`config.mk`:
```
export PLATFORM = sky130hd
export DESIGN_NAME = serial_sub_ctrl
export DESIGN_NICKNAME = d
export VERILOG_FILES = /design/src/rtl/serial_sub_pkg.sv /design/src/rtl/fs_bit_cell.sv /design/src/rtl/serial_sub_ctrl.sv
export SDC_FILE = /design/constraint.sdc
export NUM_CORES = 1
export LEC_CHECK = 0
export BUFFER_PORTS_ARGS = -buffer_cell sky130_fd_sc_hd__buf_4
export CAP_MARGIN = 20
export CELL_PAD_IN_SITES_DETAIL_PLACEMENT = 1
export CELL_PAD_IN_SITES_GLOBAL_PLACEMENT = 1
export CORE_ASPECT_RATIO = 0.8
export CORE_UTILIZATION = 41
export DETAILED_ROUTE_END_ITERATION = 10
export PLACE_DENSITY_LB_ADDON = 0.1
export RECOVER_POWER = 25
export SYNTH_ARGS = -nofsm -noshare
export SYNTH_HDL_FRONTEND = slang
export SYNTH_SLANG_ARGS = --single-unit
```
`constraint.sdc`:
```
create_clock -name clk -period 2.18 [get_ports clk]
set_clock_uncertainty 0.2 [all_clocks]
set_input_delay 0.109 -clock clk [delete_from_list [all_inputs] [get_ports clk]]
set_output_delay 0.109 -clock clk [all_outputs]
set_load 0.03 [all_outputs]
```
`src/rtl/serial_sub_pkg.sv`:
```
// Shared definitions for the bit-serial subtractor: FSM encoding and the default width.
package serial_sub_pkg;

    localparam int SUB_WIDTH_DEF = 8;

    typedef enum logic [1:0] {
        ST_IDLE = 2'd0,
        ST_RUN  = 2'd1,
        ST_DONE = 2'd2
    } state_t;

endpackage

```
`src/rtl/fs_bit_cell.sv`:
```
// Combinational 1-bit full subtractor: x - y - bin, built from two half-subtractor
// stages whose borrows are ORed.
module fs_bit_cell (
    input  logic x,
    input  logic y,
    input  logic bin,
    output logic d,
    output logic bo
);

    logic hs1_d;
    logic hs1_b;
    logic hs2_b;

    assign hs1_d = x ^ y;
    assign hs1_b = ~x & y;

    assign d     = hs1_d ^ bin;
    assign hs2_b = ~hs1_d & bin;

    assign bo    = hs1_b | hs2_b;

endmodule

```
`src/rtl/serial_sub_ctrl.sv`:
```
// Bit-serial A - B controller: one fs_bit_cell walked across the operands LSB first,
// with a start/busy/done handshake and registered results.
module serial_sub_ctrl
    import serial_sub_pkg::*;
#(
    parameter int WIDTH = SUB_WIDTH_DEF
) (
    input  logic             clk,
    input  logic             rst_n,
    input  logic             start,
    input  logic [WIDTH-1:0] a,
    input  logic [WIDTH-1:0] b,
    output logic             busy,
    output logic             done,
    output logic [WIDTH-1:0] diff,
    output logic             bout
);

    localparam int CNT_W = (WIDTH > 1) ? $clog2(WIDTH) : 1;
    localparam logic [CNT_W-1:0] LAST_BIT = CNT_W'(WIDTH - 1);

    state_t           state;
    logic [WIDTH-1:0] a_sh;
    logic [WIDTH-1:0] b_sh;
    logic [WIDTH-1:0] r_sh;
    logic             borrow;
    logic [CNT_W-1:0] cnt;

    logic             cell_d;
    logic             cell_bo;
    logic [WIDTH-1:0] a_nx;
    logic [WIDTH-1:0] b_nx;
    logic [WIDTH-1:0] r_nx;

    fs_bit_cell u_cell (
        .x   (a_sh[0]),
        .y   (b_sh[0]),
        .bin (borrow),
        .d   (cell_d),
        .bo  (cell_bo)
    );

    // NOTE: every always_comb output gets a full default first, so no path can infer a latch.
    // Shift-by-one written this way stays legal for WIDTH=1 as well.
    always_comb begin
        a_nx            = a_sh >> 1;
        b_nx            = b_sh >> 1;
        r_nx            = r_sh >> 1;
        r_nx[WIDTH-1]   = cell_d;
    end

    // NOTE: sequential state uses non-blocking assignments only; the shift registers are
    // plain flops (not a memory array), so they take a reset value like everything else.
    always_ff @(posedge clk) begin
        if (!rst_n) begin
            state  <= ST_IDLE;
            busy   <= 1'b0;
            done   <= 1'b0;
            diff   <= '0;
            bout   <= 1'b0;
            a_sh   <= '0;
            b_sh   <= '0;
            r_sh   <= '0;
            borrow <= 1'b0;
            cnt    <= '0;
        end else begin
            case (state)
                ST_IDLE: begin
                    if (start) begin
                        a_sh   <= a;
                        b_sh   <= b;
                        r_sh   <= '0;
                        borrow <= 1'b0;
                        cnt    <= '0;
                        busy   <= 1'b1;
                        state  <= ST_RUN;
                    end
                end
                ST_RUN: begin
                    a_sh   <= a_nx;
                    b_sh   <= b_nx;
                    r_sh   <= r_nx;
                    borrow <= cell_bo;
                    cnt    <= cnt + 1'b1;
                    if (cnt == LAST_BIT) begin
                        diff  <= r_nx;
                        bout  <= cell_bo;
                        busy  <= 1'b0;
                        done  <= 1'b1;
                        state <= ST_DONE;
                    end
                end
                ST_DONE: begin
                    done  <= 1'b0;
                    state <= ST_IDLE;
                end
                default: begin
                    busy  <= 1'b0;
                    done  <= 1'b0;
                    state <= ST_IDLE;
                end
            endcase
        end
    end

endmodule

```
# --- Word-level counts from Yosys, hierarchy flattened ---
# Cells that the tools add are included.
# W data, S select, Z words.
classes:
  n_mux: 18
  n_addsub: 1
  n_reduce_logical: 7
  bitwise: 9
  n_eq_ne: 5
ops:
  columns: ["operator", "n"]
  rows:
  - ["$pmux W8 S2", 3]
  - ["$mux W8", 3]
  - ["$reduce_and A2 Y1", 4]
  - ["$pmux W3 S2", 1]
  - ["$mux W1", 4]
  - ["$mux W2", 2]
  - ["$ne A2 B2 Y1 const B", 2]
  - ["$not A1 Y1", 4]
  - ["$pmux W1 S2", 2]
  - ["$pmux W2 S2", 1]
  - ["$add A3 B1 Y3 const B", 1]
  - ["$eq A3 B3 Y1 const B", 1]
  - ["$mux W3", 1]
  - ["$pmux W1 S3", 1]
  - ["$reduce_and A3 Y1", 1]
  - ["$and A1 B1 Y1", 2]
  - ["$eq A2 B1 Y1 const B", 1]
  - ["$eq A2 B2 Y1 const B", 1]
  - ["$logic_not A2 Y1", 1]
  - ["$reduce_bool A2 Y1", 1]
  - ["$xor A1 B1 Y1", 2]
  - ["$or A1 B1 Y1", 1]
word_totals:
  ff_bits: 41
  out_inout_bits: 11
  word_cells: 50
  inputBits: 19

# --- Longest topological paths before layout ---
# Gate-level depths: netlist of run 1.
depth:
  word_depth: 5
  mapped_depth: 6
  ltp_nobuf: 5

# --- Cells and area by module ---
# A second synthesis of run 1 with hierarchy kept.
unflattened:
  cells_unflattened: 171
  area_unflattened_um2: 1636.6
by_module_without_submodules:
  columns: ["mod", "cells_per_inst", "area_each_um2", "instances", "seq_area_each_um2"]
  rows:
  - ["serial_sub_ctrl", 167, 1605.3, 1, 800.8]
  - ["fs_bit_cell", 4, 31.3, 1, 0.0]

# --- Worst setup path before layout of run 1 ---
# Ideal clock, no wire load.
synth_timing:
  path_type: "flip-flop to flip-flop"
  start: "reg cnt[0]"
  end: "reg bout"
  stages_incl_launch_ff: 6
  n_path_buf: 1
  required_ps: 1864
  arrival_ps: 1206
  setup_time_ps: 116
  slack_ps: 658
  period_less_slack_ps: 1522
  cell_sequence: "dfxtp_1 > ha_1 > ha_1 > and3b_1 > buf_4 > o211a_1"
synth_via:
  elab_chain_len: 2
synth_rtl:
  columns: ["item", "line", "source"]
  rows:
  - ["from (decl)", "serial_sub_ctrl.sv:27", "logic [CNT_W-1:0] cnt;"]
  - ["from (signal assigned)", "serial_sub_ctrl.sv:84", "cnt <= cnt + 1'b1;"]
  - ["$eq A3 B3 Y1", "serial_sub_ctrl.sv:85", "if (cnt == LAST_BIT) begin"]
  - ["$reduce_and A2 Y1 (no source line)", null, null]
  - ["to (signal assigned)", "serial_sub_ctrl.sv:87", "bout <= cell_bo;"]
  - ["to (decl)", "serial_sub_ctrl.sv:16", "output logic bout"]
# Every way passes these cells.
# A chain may end at the register's enable or synchronous reset.

# --- Final worst setup path of run 1 ---
layout_timing:
  start: "reg state[0]"
  end: "reg borrow"
layout_via:
  elab_chain_len: 3
  word_cells_on_any_way: 6
  cone_classes: "eq/ne: 2; mux: 1; reduce/logical: 3"
layout_rtl:
  columns: ["item", "line", "source"]
  rows:
  - ["from (decl)", "serial_sub_ctrl.sv:22", "state_t state;"]
  - ["from (signal assigned)", "serial_sub_ctrl.sv:56", "state <= ST_IDLE;"]
  - ["from (signal assigned)", "serial_sub_ctrl.sv:76", "state <= ST_RUN;"]
  - ["from (signal assigned)", "serial_sub_ctrl.sv:90", "state <= ST_DONE;"]
  - ["$eq A2 B1 Y1 or $logic_not A2 Y1 (tied branches)", "serial_sub_ctrl.sv:67", "case (state)"]
  - ["$reduce_bool A2 Y1 (no source line) or $ne A2 B2 Y1 (tied branches)", null, null]
  - ["$reduce_and A2 Y1 (no source line)", null, null]
  - ["to (signal assigned)", "serial_sub_ctrl.sv:83", "borrow <= cell_bo;"]
  - ["to (decl)", "serial_sub_ctrl.sv:26", "logic borrow;"]
# Parallel ways exist; a longest one is shown, timed or not.

==> results of run 1 <==
power by group through the flow:
stage	sequential, mW	combinational, mW	clock (mW)
6_report	0.785	0.183	0.657
4_1_cts	0.785	0.184	0.676
3_5_place_dp	0.802	0.158	0
5_1_grt	0.790	0.203	0.710
2_1_floorplan	0.796	0.113	0
3_3_place_gp	0.800	0.152	0
worst min-delay path by stage:
stage | startpoint | end | slack (ns) | depth (start not counted)
after floorplan | a[3] | a_sh[3] | 0.11 | 2
after global placement | a[5] | a_sh[5] | 0.21 | 3
after detailed placement | a[6] | a_sh[6] | 0.22 | 3
after CTS | rst_n | b_sh[1] | 0.03 | 2
after global routing | rst_n | a_sh[2] | 0.04 | 2
final | rst_n | b_sh[1] | 0.02 | 2
layout make-up:
| type | instances | area (sq um) |
|---|---|---|
| clock buffer | 7 | 96.3 |
| inverter | 4 | 15.0 |
| tap | 55 | 68.8 |
| fill | 459 | 1710 |
| sequential | 40 | 801 |
| clock inverter | 1 | 30.0 |
| multi-input combinational | 117 | 803 |
| timing repair buffer | 47 | 354 |
cell families (layout without fill, tap and decap cells):
logic type      count (synthesis)  in the layout  synth area share (%)
mux                            12             12                  7.12
fa+ha+maj                       3              3                  2.67
buf+inv                        16             59                  4.97
flops                          40             40                  47.4
simple gates                   61             61                  17.9
compound gates                 41             41                  19.9
layer usage:
layer / share of wire (%) / global-route usage [%] / vias to the layer above
li1: - / - / 687
met1: 47 / 24.3 / 655
met2: 48 / 33.0 / 25
met3: 3.2 / 4.59 / 7
met4: 1.6 / 9.07 / 0
met5: 0 / 0 / -
cells in the final DEF, fill, tap and decap left out, types with 2 or more instances in the layout:
cell	count
sky130_fd_sc_hd__inv_1	4
sky130_fd_sc_hd__a21boi_0	11
sky130_fd_sc_hd__nor2b_1	10
sky130_fd_sc_hd__ha_1	2
sky130_fd_sc_hd__o211a_1	10
sky130_fd_sc_hd__nand2_1	28
sky130_fd_sc_hd__nand2b_1	3
sky130_fd_sc_hd__dlygate4sd3_1	17
sky130_fd_sc_hd__mux2i_1	12
sky130_fd_sc_hd__nor2_1	9
sky130_fd_sc_hd__a22oi_1	9
sky130_fd_sc_hd__buf_4	19
sky130_fd_sc_hd__and2_1	3
sky130_fd_sc_hd__dfxtp_1	40
sky130_fd_sc_hd__clkbuf_8	7
sky130_fd_sc_hd__or3b_1	2
sky130_fd_sc_hd__o21ai_0	2
sky130_fd_sc_hd__o221ai_1	4
sky130_fd_sc_hd__clkbuf_1	11
what timing repair did:
item                      in CTS  in global routing
hold endpoints to repair      17                  0
hold buffers                  17                  0
setup buffers                  0                  0
resized for setup              0                  0
state kept, by name, summed over array words and instances (netlist names):
register / flops
diff: 8
done: 1
cnt: 3
busy: 1
r_sh: 7
state: 2
borrow: 1
a_sh: 8
bout: 1
b_sh: 8
through the flow:
stage	setup slack [ns]	cells	total power, mW
2_1_floorplan	0.658	173	0.909
3_3_place_gp	0.424	246	0.952
3_5_place_dp	0.366	246	0.960
4_1_cts	0.348	271	1.64
5_1_grt	0.215	271	1.70
6_report	0.366	271	1.63
==> summary.log, run 1 <==
qor: timing.period_needed 1.81 ns
qor: power.power_leakage 0.927 nW
qor: worst_setup_path.worstPathMaxFanout 25
qor: global_routing.grt_remaining_overflow 0
qor: final_layout.post-route-util 55.9%
qor: cts.tritoncts done
qor: worst_setup_path.worstReg2RegEnd borrow
qor: worst_setup_path.timing.critical_path.slowest_stage_cell sky130_fd_sc_hd__dfxtp_1
qor: logic_synthesis.yosys_warnings 0
qor: logic_synthesis.post-synth-top-count-cell sky130_fd_sc_hd__dfxtp_1
qor: timing.timing_hold_violations_final 0
qor: final_layout.final_cell_area 0.00217 sq mm
qor: detailed_routing.routed-via-count 1374
qor: worst_setup_path.cp.buffers_inverters 0
qor: detailed_routing.drt_wl_total 3800 um
qor: timing.fin_tns_setup 0 ns
qor: worst_setup_path.setup.reg_to_reg.worst_slack 0.37 ns
qor: worst_setup_path.r2r_path_start state[0]
qor: outcome.run_status complete, no violations
qor: detailed_routing.wire_per_inst 14.0 um
qor: worst_setup_path.sequence_of_cells_on_the_critical_path o21ba_2, o22ai_1, and2_1
qor: global_routing.global_route_wire_length_before_repair 6320 um
qor: timing.hold_slack 0.0230 ns
qor: worst_setup_path.reg2reg_depth 3
qor: floorplanning.die_wd 73.7 um
qor: logic_synthesis.syn-mean-instance-area 9.76 sq um
qor: detailed_routing.drt-pass1-iter-count 4
qor: worst_setup_path.critical_path.max_stage_delay 0.63 ns
qor: worst_setup_path.worst_setup_start_kind flip-flop
qor: power.internal_power 1.27 mW
qor: floorplanning.chipHeight 59.4 um
qor: placement.gp_congestion 0.656
qor: logic_synthesis.mapped_cell_area 0.00169 sq mm
qor: cts.clock_net_sink_count 40
qor: cts.cts-htree-levels 2
qor: detailed_routing.postRouteAntennaNets 0
qor: worst_setup_path.worstSetupPathDepth 3
qor: power.netSwitchingPower 0.359 mW
qor: logic_synthesis.top_cells_by_area_in_the_synthesized_netlist sky130_fd_sc_hd__dfxtp_1 47%, sky130_fd_sc_hd__mux2i_1 7.1%, sky130_fd_sc_hd__nand2_1 6.2%
qor: power.proportion_of_total_power_due_to_net_switching 22.1%
qor: worst_setup_path.crit_path_end_kind flip-flop
qor: timing.achievable-frequency 0.551 GHz
qor: cts.clk_pin_slew 0.08 ns
qor: global_routing.grt_max_degree 41
qor: cts.clockBufferDepth 2
qor: power.vdd_ir_drop_max 399 uV
qor: logic_synthesis.synth.yosys.seq_area_share 47.4%
qor: detailed_routing.drc_violations_left 0
qor: timing.period_share 83.2%
qor: logic_synthesis.async_flop_share 0%
qor: logic_synthesis.synth_nets 195
qor: global_routing.groute.usage.overall 19.8%
qor: power.power.share.sequential 48.3%
qor: timing.finalSetupViolCount 0
qor: floorplanning.total_die_area 0.00438 sq mm
qor: final_layout.layout-drive-gt1-share 13.9%
qor: job.max-cap-violations 0
qor: detailed_routing.drt_iter0_markers 65
qor: placement.port-buffer-count 29
qor: worst_setup_path.critical_path_data_arrival_time 1.80 ns
qor: floorplanning.initial_utilization 43.5%
qor: logic_synthesis.synth_edf_count 0
qor: logic_synthesis.synthesis.instances 173
qor: global_routing.number_of_global_route_vias_before_repair 1356
qor: worst_setup_path.timing_worst_setup_path_type flip-flop to flip-flop
qor: min_path.hp-class primary input to flip-flop
qor: cts.clk_latency 0.29 ns
qor: logic_synthesis.synthFlopType sky130_fd_sc_hd__dfxtp_1
qor: final_layout.final_net_count 237
qor: floorplanning.io_pins 30
qor: timing.worst-slew-pin-transition 0.579 ns
qor: cts.cts_root_buf sky130_fd_sc_hd__clkbuf_8
qor: logic_synthesis.synthTopCellsByCount 40 x sky130_fd_sc_hd__dfxtp_1, 28 x sky130_fd_sc_hd__nand2_1, 12 x sky130_fd_sc_hd__mux2i_1
qor: floorplanning.floorplan.core_area 0.00388 sq mm
qor: worst_setup_path.worst_setup_path_startpoint state[0]
qor: timing.timing.slew.headroom 61.3%
qor: power.p_comb_share 11.3%
qor: logic_synthesis.post-synth-top-area-fraction 47.4%
qor: global_routing.antenna_violations_before_repair 0
qor: logic_synthesis.largest_area_contributor_in_the_synthesized_netlist sky130_fd_sc_hd__dfxtp_1
qor: timing.report.final.slew_viol_count 0
qor: worst_setup_path.required 2.17 ns
qor: power.pwr_density_cell 749 mW/mm^2
qor: final_layout.growth_of_design_area_from_synthesis_to_finish 28.5%
qor: worst_setup_path.worst_path_dominant_cell_family compound AO/OA/AOI/OAI gates
qor: detailed_routing.post_detailed_route_via_to_cell_ratio 5.07
qor: placement.postPlaceCellArea 0.00191 sq mm
qor: placement.hpwl 2410 um
qor: final_layout.diodes 0
qor: worst_setup_path.endpoint borrow
qor: timing.grt_setup_unrepaired no
qor: floorplanning.rows 20
qor: power.power_frac_clock 40.4%
qor: cts.cts-buffers-inserted 5
qor: logic_synthesis.ys_seq_elements 40
qor: logic_synthesis.synth_cell_type_count 31
Note: power is estimated with default switching activity, not from simulation.
==> run 2: changes to the inputs <==
Clock period 2.18 ns to 1.9 ns, I/O delays scaled along.
==> summary.log, run 2 (same netlist as run 1, synthesis figures left out) <==
qor: cts.cts_resized 0 [unchanged]
qor: worst_setup_path.worst_setup_start_kind flip-flop
qor: floorplanning.chipHeight 59.4 um [unchanged]
qor: power.power.share.sequential 48.2% [about the same]
qor: final_layout.fill_cells 454 [-1.1%]
qor: cts.post-cts-setup-buffer-count 0 [unchanged]
qor: cts.clk_pin_slew 0.07 ns [about the same]
qor: outcome.run_status complete, no violations
qor: detailed_routing.wire_per_inst 13.7 um [-2.4%]
qor: timing.timing_hold_violations_final 0 [unchanged]
qor: floorplanning.die_wd 73.7 um [unchanged]
qor: final_layout.growth_of_design_area_from_synthesis_to_finish 28.6%
qor: job.max-cap-violations 0 [unchanged]
qor: floorplanning.rows 20 [unchanged]
qor: final_layout.layout-drive-gt1-share 14.7% [+0.86 points]
qor: floorplanning.total_die_area 0.00438 sq mm [unchanged]
qor: worst_setup_path.timing_worst_setup_path_type flip-flop to flip-flop
qor: timing.timing.slew.headroom 66.1% [+4.8 points]
qor: min_path.hp-class primary input to flip-flop
qor: final_layout.reg_top3 a_sh x8, b_sh x8, diff x8
qor: power.proportion_of_total_power_due_to_net_switching 22.1% [about the same]
qor: cts.cts-htree-levels 2 [unchanged]
qor: power.power_frac_clock 40.5% [about the same]
qor: timing.period_needed 1.72 ns [-0.0955 ns]
qor: power.internal_power 1.45 mW [+15%]
qor: cts.cts-buffers-inserted 5 [unchanged]
qor: floorplanning.io_pins 30 [unchanged]
qor: timing.fin_tns_setup 0 ns [unchanged]
qor: global_routing.antenna_violations_before_repair 0 [unchanged]
qor: placement.dpl_worst_slack 0.196 ns [-0.171 ns]
qor: cts.cts_root_buf sky130_fd_sc_hd__clkbuf_8
qor: power.netSwitchingPower 0.412 mW [+15%]
qor: placement.total_placed_cells_including_tap_cells 248 [+0.81%]
qor: global_routing.number_of_global_route_vias_before_repair 1307 [-3.6%]
qor: detailed_routing.drt_wl_total 3720 um [-2.1%]
qor: power.power 1.86 mW [+15%]
qor: worst_setup_path.critical_path_data_arrival_time 1.70 ns [-0.10 ns]
qor: placement.port-buffer-count 29 [unchanged]
qor: placement.gp_congestion 0.739 [+13%]
qor: global_routing.grt_remaining_overflow 0 [unchanged]
qor: detailed_routing.post_detailed_route_via_to_cell_ratio 4.99 [-1.6%]
qor: timing.period_share 90.4% [+7.2 points]
qor: timing.worst-slew-pin-transition 0.509 ns [-0.0704 ns]
qor: cts.clock_net_sink_count 40 [unchanged]
qor: detailed_routing.routed-via-count 1357 [-1.2%]
qor: final_layout.final_net_count 238 [+0.42%]
qor: worst_setup_path.worstPathMaxFanout 15 [-40%]
qor: power.pwr_density_cell 859 mW/mm^2 [+15%]
qor: detailed_routing.drt-pass1-iter-count 4 [unchanged]
qor: final_layout.instances_no_fill 272 [+0.37%]
qor: floorplanning.floorplan.core_area 0.00388 sq mm [unchanged]
qor: timing.grt_setup_unrepaired no
qor: global_routing.grt_max_degree 41 [unchanged]
qor: final_layout.layout_commonest_cell sky130_fd_sc_hd__dfxtp_1
qor: final_layout.layout_common_cells 40 x sky130_fd_sc_hd__dfxtp_1, 28 x sky130_fd_sc_hd__nand2_1, 20 x sky130_fd_sc_hd__buf_4, 16 x sky130_fd_sc_hd__dlygate4sd3_1, 12 x sky130_fd_sc_hd__mux2i_1
qor: timing.achievable-frequency 0.582 GHz [+5.6%]
qor: detailed_routing.postRouteAntennaNets 0 [unchanged]
qor: timing.hold_slack 0.00636 ns [-0.0166 ns]
qor: floorplanning.initial_utilization 43.5% [unchanged]
qor: global_routing.global_route_wire_length_before_repair 6110 um [-3.3%]
qor: cts.clockBufferDepth 2 [unchanged]
qor: power.vdd_ir_drop_max 560 uV [+40%]
qor: worst_setup_path.required 1.89 ns [-0.28 ns]
qor: power.power_leakage 0.933 nW [+0.60%]
qor: detailed_routing.drc_violations_left 0 [unchanged]
qor: cts.clk_latency 0.29 ns [about the same]
qor: placement.hpwl 2410 um [-0.24%]
qor: worst_setup_path.crit_path_end_kind flip-flop
qor: timing.report.final.slew_viol_count 0 [unchanged]
qor: timing.pnr_worst_setup_slack 0.182 ns [-0.185 ns]
qor: power.p_comb_share 11.3% [about the same]
qor: final_layout.diodes 0 [unchanged]
qor: cts.tritoncts done
qor: timing.finalSetupViolCount 0 [unchanged]
qor: global_routing.groute.usage.overall 19.0% [-0.77 points]
qor: detailed_routing.drt_iter0_markers 89 [+37%]
[run 2: cell count changes in the layout (fill, tap and decap cells not counted)]
cell                            previous run  this run
sky130_fd_sc_hd__dlygate4sd3_1            17        16
sky130_fd_sc_hd__clkbuf_2                  0         1
sky130_fd_sc_hd__buf_4                    19        20
[run 2: worst paths after layout]
kind,from,to,slack (ns),depth (start not counted)
worst max register to register,state[0],b_sh[4],0.18,4
worst max-delay path,state[0],b_sh[4],0.18,4
worst min-delay path,start,state[0],0.006,3
worst min register to register,diff[0],diff[0],0.27,2
[run 2: power by group through the flow]
stage | Combinational [mW] | Clock (mW) | Sequential (mW)
after floorplan | 0.130 | 0 | 0.914
after global placement | 0.180 | 0 | 0.915
after detailed placement | 0.187 | 0 | 0.918
after CTS | 0.216 | 0.772 | 0.898
after global routing | 0.236 | 0.809 | 0.903
final | 0.212 | 0.755 | 0.898
[run 2: metrics by stage]
step	instance area, sq um	utilization, %
after CTS	2210	57.1
after floorplan	1690	-
after detailed placement	1930	49.7
final	2170	56.0
after global placement	1930	49.7
after global routing	2170	56.0
[run 2: metal layers]
layer | global-route usage [%] | vias up | wire (um)
li1 | - | 689 | -
met2 | 28.7 | 35 | 1620
met4 | 7.42 | 0 | 57
met5 | 0 | - | 0
met3 | 4.76 | 7 | 160
met1 | 26.1 | 626 | 1880
[run 2: timing repair]
action	in CTS	in global routing
setup endpoints to repair	0	0
endpoints found under the hold margin	16	0
hold buffers	16	0
[run 2: layout make-up]
class                      instances  area [sq um]  share of cell area (%)
timing repair buffer              48           357                    16.4
inverter                           4          15.0                   0.692
multi-input combinational        117           803                    37.0
clock buffer                       7          96.3                    4.44
tap                               55          68.8                    3.17
clock inverter                     1          30.0                    1.38
sequential                        40           801                    36.9
[run 2: critical path, cell delays in order, from the launching register on]
cell                       delay [ns]
sky130_fd_sc_hd__dfxtp_1         0.48
sky130_fd_sc_hd__clkbuf_2        0.44
sky130_fd_sc_hd__mux2i_1         0.25
sky130_fd_sc_hd__nand2_1         0.09
sky130_fd_sc_hd__o211a_1         0.16
==> run 3: changes to the inputs <==
Settings changed: BUFFER_PORTS_ARGS -buffer_cell sky130_fd_sc_hd__buf_4 to -buffer_cell sky130_fd_sc_hd__clkbuf_2, REMOVE_ABC_BUFFERS set to 1, SLEW_MARGIN set to 20.
==> summary.log, run 3 (same netlist as run 1, synthesis figures left out) <==
qor: outcome.run_status complete, no violations
qor: global_routing.global_route_wire_length_before_repair 6000 um [-1.8%]
qor: final_layout.final_cell_area 0.00209 sq mm [-3.5%]
qor: cts.clk_pin_slew 0.07 ns [about the same]
qor: global_routing.grt_remaining_overflow 0 [unchanged]
qor: worst_setup_path.critical_path_data_arrival_time 1.71 ns [about the same]
qor: power.power_frac_clock 34.3% [-6.2 points]
qor: job.max-cap-violations 0 [unchanged]
qor: power.netSwitchingPower 0.395 mW [-4.1%]
qor: final_layout.reg_top3 a_sh x8, b_sh x8, diff x8
qor: floorplanning.io_pins 30 [unchanged]
qor: global_routing.grt_max_degree 41 [unchanged]
qor: timing.report.final.slew_viol_count 0 [unchanged]
qor: power.power_leakage 0.901 nW [-3.4%]
qor: power.vdd_ir_drop_max 409 uV [-27%]
qor: floorplanning.initial_utilization 43.5% [unchanged]
qor: cts.clockBufferDepth 2 [unchanged]
qor: floorplanning.floorplan.core_area 0.00388 sq mm [unchanged]
qor: power.proportion_of_total_power_due_to_net_switching 23.7% [+1.5 points]
qor: global_routing.antenna_violations_before_repair 0 [unchanged]
qor: detailed_routing.routed-via-count 1364 [+0.52%]
qor: cts.clk_latency 0.29 ns [about the same]
qor: cts.ctsHoldBuffers 17 [+1]
qor: detailed_routing.drt_iter0_markers 44 [-51%]
qor: final_layout.layout-drive-gt1-share 13.4% [-1.4 points]
qor: timing.grt_setup_unrepaired no
qor: placement.port-buffer-count 29 [unchanged]
qor: detailed_routing.wire_per_inst 13.0 um [-4.6%]
qor: timing.period_share 89.6% [-0.88 points]
qor: timing.timing_hold_violations_final 0 [unchanged]
qor: detailed_routing.drt-pass1-iter-count 4 [unchanged]
qor: worst_setup_path.worst_setup_start_kind flip-flop
qor: cts.cts_resized 0 [unchanged]
qor: final_layout.layout_commonest_cell sky130_fd_sc_hd__dfxtp_1
qor: final_layout.multi_input_area 803 sq um [unchanged]
qor: power.internal_power 1.28 mW [-12%]
qor: detailed_routing.postRouteAntennaNets 0 [unchanged]
qor: worst_setup_path.timing_worst_setup_path_type flip-flop to flip-flop
qor: global_routing.number_of_global_route_vias_before_repair 1354 [+3.6%]
qor: min_path.hp-class flip-flop to flip-flop
qor: final_layout.diodes 0 [unchanged]
qor: worst_setup_path.crit_path_end_kind flip-flop
qor: floorplanning.total_die_area 0.00438 sq mm [unchanged]
qor: worst_setup_path.worstPathMaxFanout 11 [-4]
qor: placement.hpwl 2380 um [-0.92%]
qor: final_layout.final_net_count 238 [unchanged]
qor: final_layout.layout_common_cells 40 x sky130_fd_sc_hd__dfxtp_1, 28 x sky130_fd_sc_hd__nand2_1, 18 x sky130_fd_sc_hd__clkbuf_2, 17 x sky130_fd_sc_hd__dlygate4sd3_1, 13 x sky130_fd_sc_hd__clkbuf_1
qor: power.pwr_density_cell 798 mW/mm^2 [-7.1%]
qor: timing.fin_tns_setup 0 ns [unchanged]
qor: placement.postPlaceCellArea 0.00185 sq mm [-4.2%]
qor: placement.gp_congestion 0.706 [-4.4%]
qor: floorplanning.die_wd 73.7 um [unchanged]
qor: cts.cts_root_buf sky130_fd_sc_hd__clkbuf_8
qor: timing.timing.slew.headroom 55.7% [-10 points]
qor: detailed_routing.post_detailed_route_via_to_cell_ratio 5.01 [+0.52%]
qor: timing.finalSetupViolCount 0 [unchanged]
qor: detailed_routing.drt_wl_total 3550 um [-4.6%]
qor: cts.cts-buffers-inserted 5 [unchanged]
qor: final_layout.growth_of_design_area_from_synthesis_to_finish 24.1%
qor: cts.post-cts-setup-buffer-count 0 [unchanged]
qor: cts.cts-htree-levels 2 [unchanged]
qor: global_routing.groute.usage.overall 18.5% [-0.52 points]
qor: cts.clock_net_sink_count 40 [unchanged]
qor: floorplanning.chipHeight 59.4 um [unchanged]
qor: cts.tritoncts done
qor: final_layout.post-route-util 54.0% [-2.0 points]
qor: final_layout.final-seq-area 801 sq um [unchanged]
qor: timing.period_needed 1.70 ns [-0.0168 ns]
qor: power.power.share.sequential 53.7% [+5.5 points]
qor: detailed_routing.drc_violations_left 0 [unchanged]
qor: final_layout.fill_cells 459 [+1.1%]
qor: worst_setup_path.required 1.91 ns [+0.02 ns]
qor: floorplanning.rows 20 [unchanged]
qor: timing.achievable-frequency 0.588 GHz [+0.99%]
qor: timing.worst-slew-pin-transition 0.665 ns [+0.156 ns]
qor: power.p_comb_share 12.0% [+0.7 points]
[run 3: layer usage]
| layer | up-vias | track usage (%) | part of all wire (%) |
|---|---|---|---|
| met5 | - | 0 | 0 |
| met4 | 0 | 5.77 | 0.79 |
| met3 | 2 | 5.61 | 4.3 |
| met2 | 25 | 32.0 | 47 |
| met1 | 650 | 22.0 | 48 |
| li1 | 687 | - | - |
[run 3: path summary, 6_finish.rpt]
path	startpoint	to	slack, ns	cells after the start
worst max-delay path	cnt[0]	diff[3]	0.20	5
worst min-delay path	diff[7]	diff[7]	0.27	2
worst max register to register	cnt[0]	diff[3]	0.20	5
worst min register to register	diff[7]	diff[7]	0.27	2
[run 3: final cells by class]
class	instances	share of cell area, %
Clock buffer	8	4.30
Inverter	4	0.717
Multi-Input combinational cell	117	38.4
Sequential cell	40	38.2
Tap cell	55	3.29
Timing Repair Buffer	48	15.1
[run 3: critical path: stages, from the launching register on]
cell,delay (ns)
sky130_fd_sc_hd__dfxtp_1,0.35
sky130_fd_sc_hd__ha_1,0.15
sky130_fd_sc_hd__ha_1,0.20
sky130_fd_sc_hd__and3b_1,0.42
sky130_fd_sc_hd__nand2_1,0.11
sky130_fd_sc_hd__a21boi_0,0.19
[run 3: power groups by stage]
stage                     clock (mW)  sequential [mW]  combinational, mW
after floorplan                    0            0.921              0.104
after CTS                      0.599            0.897              0.203
after detailed placement           0            0.917              0.175
after global routing           0.627            0.901              0.226
after global placement             0            0.914              0.169
final                          0.573            0.897              0.201
[run 3: per-stage QoR]
stage / setup WS (ns) / hold WS [ns] / instances / power, mW
CTS: 0.146 / 0.272 / 272 / 1.70
global route: 0.00751 / 0.294 / 272 / 1.75
detailed placement: 0.166 / 0.204 / 247 / 1.09
finish: 0.198 / 0.269 / 272 / 1.67
global placement: 0.246 / 0.204 / 247 / 1.08
floorplan: 0.0369 / 0.0125 / 161 / 1.03
